<file path="config.mk">
export PLATFORM = sky130hd
export DESIGN_NAME = regfile_sb
export DESIGN_NICKNAME = d
export VERILOG_FILES = /design/src/rtl/regfile_sb.sv
export SDC_FILE = /design/constraint.sdc
export NUM_CORES = 2
export LEC_CHECK = 0
export ABC_CLOCK_PERIOD_IN_PS = 40300
export BUFFER_PORTS_ARGS = -buffer_cell sky130_fd_sc_hd__buf_2
export CAP_MARGIN = 10
export CORE_MARGIN = 1
export CORE_UTILIZATION = 55
export CTS_CLUSTER_SIZE = 8
export DETAILED_ROUTE_END_ITERATION = 16
export GPL_ROUTABILITY_DRIVEN = 1
export PLACE_DENSITY = 0.76
export SLEW_MARGIN = 20
export SYNTH_ARGS = -nofsm -noshare
export SYNTH_HDL_FRONTEND = slang
export SYNTH_SLANG_ARGS = --single-unit
</file>
<file path="constraint.sdc">
create_clock -name clk -period 40.3 [get_ports clk]
set_clock_uncertainty 0.1 [all_clocks]
set_input_delay 12.09 -clock clk [delete_from_list [all_inputs] [get_ports clk]]
set_output_delay 12.09 -clock clk [all_outputs]
set_load 0.02 [all_outputs]
</file>
<file path="src/rtl/regfile_sb.sv">
// regfile_sb: XLEN x NREGS register file with a busy scoreboard for
// long-latency (mul/div) writeback.
// Ports:
//   clk, rst                  rising-edge clock, async active-high reset
//   rsN_addr/rd_en/data/busy  two combinational read ports with busy flags
//   wa_*                      port A, single-cycle ALU writeback
//   wl_*                      port L, long-op writeback (clears busy)
//   iss_en, iss_rd            long-op issue (sets busy)
//   rd_hazard                 WAW hazard toward the issue stage (combinational)
//   waw_err                   registered one-cycle error pulse
//   busy_vec                  scoreboard bits
module regfile_sb #(
    parameter int unsigned XLEN       = 32,
    parameter int unsigned NREGS      = 32,
    parameter int unsigned BYPASS     = 1,
    parameter int unsigned INIT_INDEX = 0,
    localparam int unsigned AW        = $clog2(NREGS)
) (
    input  logic             clk,
    input  logic             rst,
    input  logic [AW-1:0]    rs1_addr,
    input  logic             rs1_rd_en,
    output logic [XLEN-1:0]  rs1_data,
    output logic             rs1_busy,
    input  logic [AW-1:0]    rs2_addr,
    input  logic             rs2_rd_en,
    output logic [XLEN-1:0]  rs2_data,
    output logic             rs2_busy,
    input  logic             wa_en,
    input  logic [AW-1:0]    wa_addr,
    input  logic [XLEN-1:0]  wa_data,
    input  logic             wl_en,
    input  logic [AW-1:0]    wl_addr,
    input  logic [XLEN-1:0]  wl_data,
    input  logic             iss_en,
    input  logic [AW-1:0]    iss_rd,
    output logic             rd_hazard,
    output logic             waw_err,
    output logic [NREGS-1:0] busy_vec
);

    logic [XLEN-1:0]  r_regs [NREGS];
    logic [NREGS-1:0] r_busy;
    logic             r_waw_err;
    logic             w_collide;
    logic             w_spurious;

    // Read mux: x0/disabled read zero, optional same-cycle bypass (port A first).
    function automatic logic [XLEN-1:0] f_read(input logic [AW-1:0] a, input logic en);
        logic [XLEN-1:0] d;
        d = '0;
        if (en && (a != '0)) begin
            d = r_regs[a];
            if (BYPASS != 0) begin
                if (wa_en && (wa_addr == a)) begin
                    d = wa_data;
                end else if (wl_en && (wl_addr == a)) begin
                    d = wl_data;
                end
            end
        end
        return d;
    endfunction

    always_comb begin
        rs1_data = f_read(rs1_addr, rs1_rd_en);
        rs2_data = f_read(rs2_addr, rs2_rd_en);
    end

    // busy[0] is held at 0, so x0 never reports busy.
    assign rs1_busy = r_busy[rs1_addr] & rs1_rd_en;
    assign rs2_busy = r_busy[rs2_addr] & rs2_rd_en;

    // Hazard: issuing onto, or ALU-writing, a register with a pending long op.
    assign rd_hazard = (iss_en & r_busy[iss_rd]) | (wa_en & r_busy[wa_addr]);

    // Error sources: both write ports on one register, or writeback with no pending op.
    assign w_collide  = wa_en && wl_en && (wa_addr == wl_addr) && (wa_addr != '0);
    assign w_spurious = wl_en && (wl_addr != '0) && !r_busy[wl_addr];

    // Register contents, scoreboard and error pulse.
    always_ff @(posedge clk or posedge rst) begin
        if (rst) begin
            r_regs[0] <= '0;
            for (int i = 1; i < NREGS; i++) begin
                r_regs[i] <= (INIT_INDEX != 0) ? XLEN'(i) : '0;
            end
            r_busy    <= '0;
            r_waw_err <= 1'b0;
        end else begin
            for (int i = 1; i < NREGS; i++) begin
                if (wa_en && (wa_addr == AW'(i))) begin
                    r_regs[i] <= wa_data;
                end else if (wl_en && (wl_addr == AW'(i))) begin
                    r_regs[i] <= wl_data;
                end
                // Issue-set wins over a same-edge writeback clear.
                if (iss_en && (iss_rd == AW'(i))) begin
                    r_busy[i] <= 1'b1;
                end else if (wl_en && (wl_addr == AW'(i))) begin
                    r_busy[i] <= 1'b0;
                end
            end
            r_busy[0] <= 1'b0;
            r_waw_err <= w_collide | w_spurious;
        end
    end

    assign waw_err  = r_waw_err;
    assign busy_vec = r_busy;

endmodule
</file>
# ---- Word level (Yosys, flattened, before mapping)
# Cells that the tools add are included.
dict set report word_totals {
  word_cells 493
  output_inout_bits 100
  in_bits 96
  reg_bits 1024
}
dict set report op_classes {
  muxes 146
  n_bitwise 8
  eq_ne 98
  n_reduce_logical 171
  magnitude_cmp 7
}
# operator n
set ops {}
lappend ops {{$mux W32} 72}
lappend ops {{$bmux W32 S5} 2}
lappend ops {{$eq A5 B5 Y1 const B} 48}
lappend ops {{$reduce_bool A2 Y1} 62}
lappend ops {{$eq A5 B4 Y1 const B} 24}
lappend ops {{$logic_and A1 B1 Y1} 104}
lappend ops {{$mux W1} 67}
lappend ops {{$eq A5 B3 Y1 const B} 12}
lappend ops {{$eq A5 B2 Y1 const B} 6}
lappend ops {{$lt A5 B6 Y1 const B} 5}
lappend ops {{$bmux W1 S5} 5}
lappend ops {{$eq A5 B5 Y1} 5}
lappend ops {{$reduce_bool A5 Y1} 4}
lappend ops {{$eq A5 B1 Y1 const B} 3}
lappend ops {{$ge A6 B6 Y1 const B} 2}
lappend ops {{$not A5 Y6} 2}
lappend ops {{$and A1 B1 Y1} 4}
lappend ops {{$or A1 B1 Y1} 2}
lappend ops {{$logic_not A1 Y1} 1}

# ---- Longest topological paths before layout
dict set report logic_depth {
  word_depth 7
  depth_mapped 10
  mapped_depth_nobuf 5
}

# ---- Worst setup path after synthesis
# Ideal clock, no wire load.
dict set report synth_timing {
  path_type {input-to-output}
  from {input rs1_addr[0]}
  to {output rs1_data[27]}
  n_path_buf 5
  required_time_ns 28.110
  arrival_time_ns 14.115
  cell_stages 9
  setup_slack_ns 13.995
  path_cell_list {buf_4 -> buf_4 -> buf_4 -> buf_6 -> buf_4 -> a221oi_1 -> nor3_1 -> a211oi_1 -> o41ai_1}
}
dict set report synth_between {
  elab_chain_len 7
  elab_cells_between_ends 13
  cone_classes {eq/ne (2); mux (6); bitwise (1); reduce/logical (4)}
}
# element line_no
set synth_lines {}
lappend synth_lines {{from (decl)} 21} ;# input logic [AW-1:0] rs1_addr,
lappend synth_lines {{$not A5 Y6 (implied by the code)} 53} ;# d = r_regs[a];
lappend synth_lines {{$bmux W32 S5} 53}
lappend synth_lines {{$mux W32 (implied by the code) (2 in series)} 53}
lappend synth_lines {{$mux W32} 57} ;# end else if (wl_en && (wl_addr == a)) begin
lappend synth_lines {{$mux W32} 55} ;# if (wa_en && (wa_addr == a)) begin
lappend synth_lines {{$mux W32 *} 52} ;# if (en && (a != '0)) begin
lappend synth_lines {{to (decl)} 23} ;# output logic [XLEN-1:0] rs1_data,
# Mark *: on every way between the ends. The rest lies on a longest branch, timed or not. The select of a mux whose other input is x is not followed.

# ---- Worst setup path in the final report
dict set report layout_timing {
  from {input rs1_addr[0]}
  to {output rs1_data[1]}
}
# Same word-level chain as after synthesis.

==> results.yml <==
worst_setup_path:
  cp-startpoint: "rs1_addr[0]"
  worstPathArrival_ps: 17120
  cp_max_fo: 83
  rr_worst_depth: 4
  rrSetupSlack_ps: 38330
  critPathCapture: "rs1_data[1]"
  crit_path_end_kind: "output pin"
  crit_type: "in -> out"
  rr_startpoint: "busy_vec[31]"
  required_ps: 28110
  r2r-end: "waw_err"
  critPathLaunchType: "input port"
grt:
  grt_overflow: 0
  gr-usage-all-layers_pct: 41.42
  grt_max_degree: 164
  grt_pass1_wl_um: 379900
  antenna_found_initial: 27
  first_global_vias: 58294
routing:
  routed_wl_um: 258900
  drt_iter0_drc: 9865
  drcViolationCount: 0
  dr_total_vias: 59990
  drt_pass1_iterations: 9
  wl_per_cell_um: 31.46
  viasPerCell: 7.289
  drtAntennaViolNets: 0
floorplan:
  die_area_um2: 123100
  die_y_um: 350.8
  rows: 127
  core_um2: 120300
  initial_core_util_pct: 55.64
  die_x_um: 350.8
  ioPinCount: 196
yosys:
  synth-simple-area-share_pct: 9.339
  yosysSeqAreaShare_pct: 38.29
  yosysTopAreaCellShare_pct: 38.29
  synth_fa_ha_area_share_pct: 0
  synth_top_family_by_area: "multiplexers"
  synth_common_cells: "1584 x mux2i_1, 1024 x dfrtp_1, 592 x nand2_1"
  synth_compound_area_share_pct: 14.80
  synthXorXnorAreaFrac_pct: 0.3141
  synth_nets: 7068
  synth_area_um2: 66920
  synthArstFlopShare_pct: 100.0
  synth.most_common_cell: "mux2i_1"
  muxShareOfSynthArea_pct: 31.38
  yosysTopAreaCell: "dfrtp_1"
  synth-main-ff-cell: "dfrtp_1"
  post_synth.cell_area_avg_um2: 9.599
  ys_types: 62
  yosys_warnings: 32
  synth_edf_count: 0
  synthCells: 6972
  ys_ff_latch: 1024
  synthTopCellsByArea: "dfrtp_1 38%, mux2i_1 24%, mux4_2 5.8%"
finish:
  layout.cells.non_filler: 8230
  syn_to_final_growth_pct: 6.897
  fillCellCount: 9874
  finalNetCount: 6683
  drive_above_1_share_pct: 13.00
  final_util_pct: 59.47
sta:
  max_slew.worst_pin.slew_ps: 1458
  setup_slack_ps: 10990
  rsz0062_at_grt: "false"
  tns_ps: 0
  fmax_ghz: 0.03412
  setup_violations: 0
  relSlewSlack_pct: 1.535
  fin_crit_sh_pct: 72.73
  hold_violations: 0
  final-max-slew-violation-count: 0
  period_needed_ps: 29310
place:
  place_congestion: 0.9684
  portBuffers: 194
  dp_cells: 8051
  place_ws_ps: 11450
  hpwl_um: 141200
power:
  power_frac_comb_pct: 25.6
  p_clk_share_pct: 31.0
  irDropWorstVdd_mv: 0.04192
  fin_total_pwr_uw: 3579
  swShare_pct: 33.31
  powerDensity_nw_per_um2: 50.03
  seqPwrFrac_pct: 43.3
  p_switching_uw: 1192
  internal_power_uw: 2387
  cellLeakagePower_uw: 0.03143
flow_run:
  maxCapViolations: 1
clock_network:
  cts_buffers: 146
  cts_sinks: 1024
  cts_tree: "yes"
  root_buffer: "clkbuf_16"
  clkTransAtPathRegs_ps: 50
  htree_num_levels: 4
  cts_max_path_buffers: 3
  ctsResizeCount: 0
  cts_hold_buf: 0
  cts_setup_buffers: 0
  clk_latency_ps: 770
run_status:
  violations: "capacitance limit"
  outcome: "finished with violations"
worst_hold_path:
  hold_class: "reg -> reg"
==> how the worst min path moves through the flow <==
stage | start | end | slack, ps | cells after the start
after floorplan | r_regs[608] | r_regs[608] | 430 | 2
after global placement | r_regs[608] | r_regs[608] | 450 | 2
after detailed placement | r_regs[608] | r_regs[608] | 470 | 2
after CTS | r_regs[615] | r_regs[615] | 480 | 2
after global routing | r_regs[632] | r_regs[632] | 520 | 2
final | r_regs[615] | r_regs[615] | 480 | 2
==> sequential cells by signal (all words and copies together), names as in the netlist <==
name	flops
busy_vec	31
waw_err	1
r_regs	992
==> cell type report <==
| cell class | count | area [um2] | share of cell area, % |
|---|---|---|---|
| multi-input cells | 5057 | 37810 | 52.85 |
| flip-flops and latches | 1024 | 25620 | 35.82 |
| clock buffers | 154 | 3790 | 5.298 |
| repair buffers | 335 | 2105 | 2.942 |
| well taps | 1612 | 2017 | 2.819 |
| inverters | 23 | 90.09 | 0.1259 |
| clock inverters | 5 | 57.56 | 0.08045 |
| diodes | 20 | 50.05 | 0.06996 |
==> power groups by stage <==
stage / Combinational, uW / Sequential, uW / Clock [uW]
2_1_floorplan: 684 / 1480 / 0
3_5_place_dp: 886 / 1540 / 0
6_report: 918 / 1550 / 1110
3_3_place_gp: 853 / 1530 / 0
5_1_grt: 989 / 1570 / 1150
4_1_cts: 890 / 1530 / 1110
==> through the flow <==
stage          area, um2  hold WS, ps
5_1_grt            71520        520.8
2_1_floorplan      66930        427.0
6_report           71540        483.2
3_3_place_gp       67590        453.6
3_5_place_dp       67590        471.8
4_1_cts            71440        479.5
==> critical path, cell delays in order <==
cell      delay, ps
buf_8           560
buf_4           760
buf_4           910
nand2b_1        950
nor2_1          110
nor3_1          850
o31ai_1         310
buf_2           240
==> cell families after synthesis <==
family,after synthesis
multiplexers,1862
AO/OA/AOI/OAI,1676
AND/OR/NAND/NOR,1494
flip-flops,1024
buffers and inverters,891
XOR/XNOR,24
other,1
==> placed cells by master, fill, tap and decap left out, types with 7 or more instances in the layout <==
master,instances
or3_1,17
buf_4,140
o21bai_1,7
o311ai_0,16
a21o_1,7
xor2_1,9
clkbuf_16,151
a31oi_1,8
mux2i_1,1584
o31ai_1,21
nand3_1,34
mux4_2,171
inv_1,21
nand2_1,566
a21oi_1,520
xnor2_1,15
diode_2,20
o211ai_1,8
nor2b_1,69
o21ai_0,527
nand2b_1,9
a32oi_1,64
a211oi_1,36
nand4_1,9
nor3_1,155
dfrtp_1,1024
mux2_2,101
o21ai_1,9
a22o_1,11
buf_2,187
o22ai_1,274
a221oi_1,65
a2bb2oi_1,16
nand2_2,26
o41ai_1,46
o2bb2ai_1,16
nor2_1,539
nor2_4,20
==> layer usage <==
layer / GRT usage (%) / vias to the layer above / share of wire [%]
met5: 0.03925 / - / 0.019
met2: 58.98 / 5419 / 42
met4: 33.31 / 8 / 9.1
li1: - / 24532 / -
met1: 49.42 / 28535 / 34
met3: 16.62 / 1496 / 15
Power figures use the tool's default switching activity.
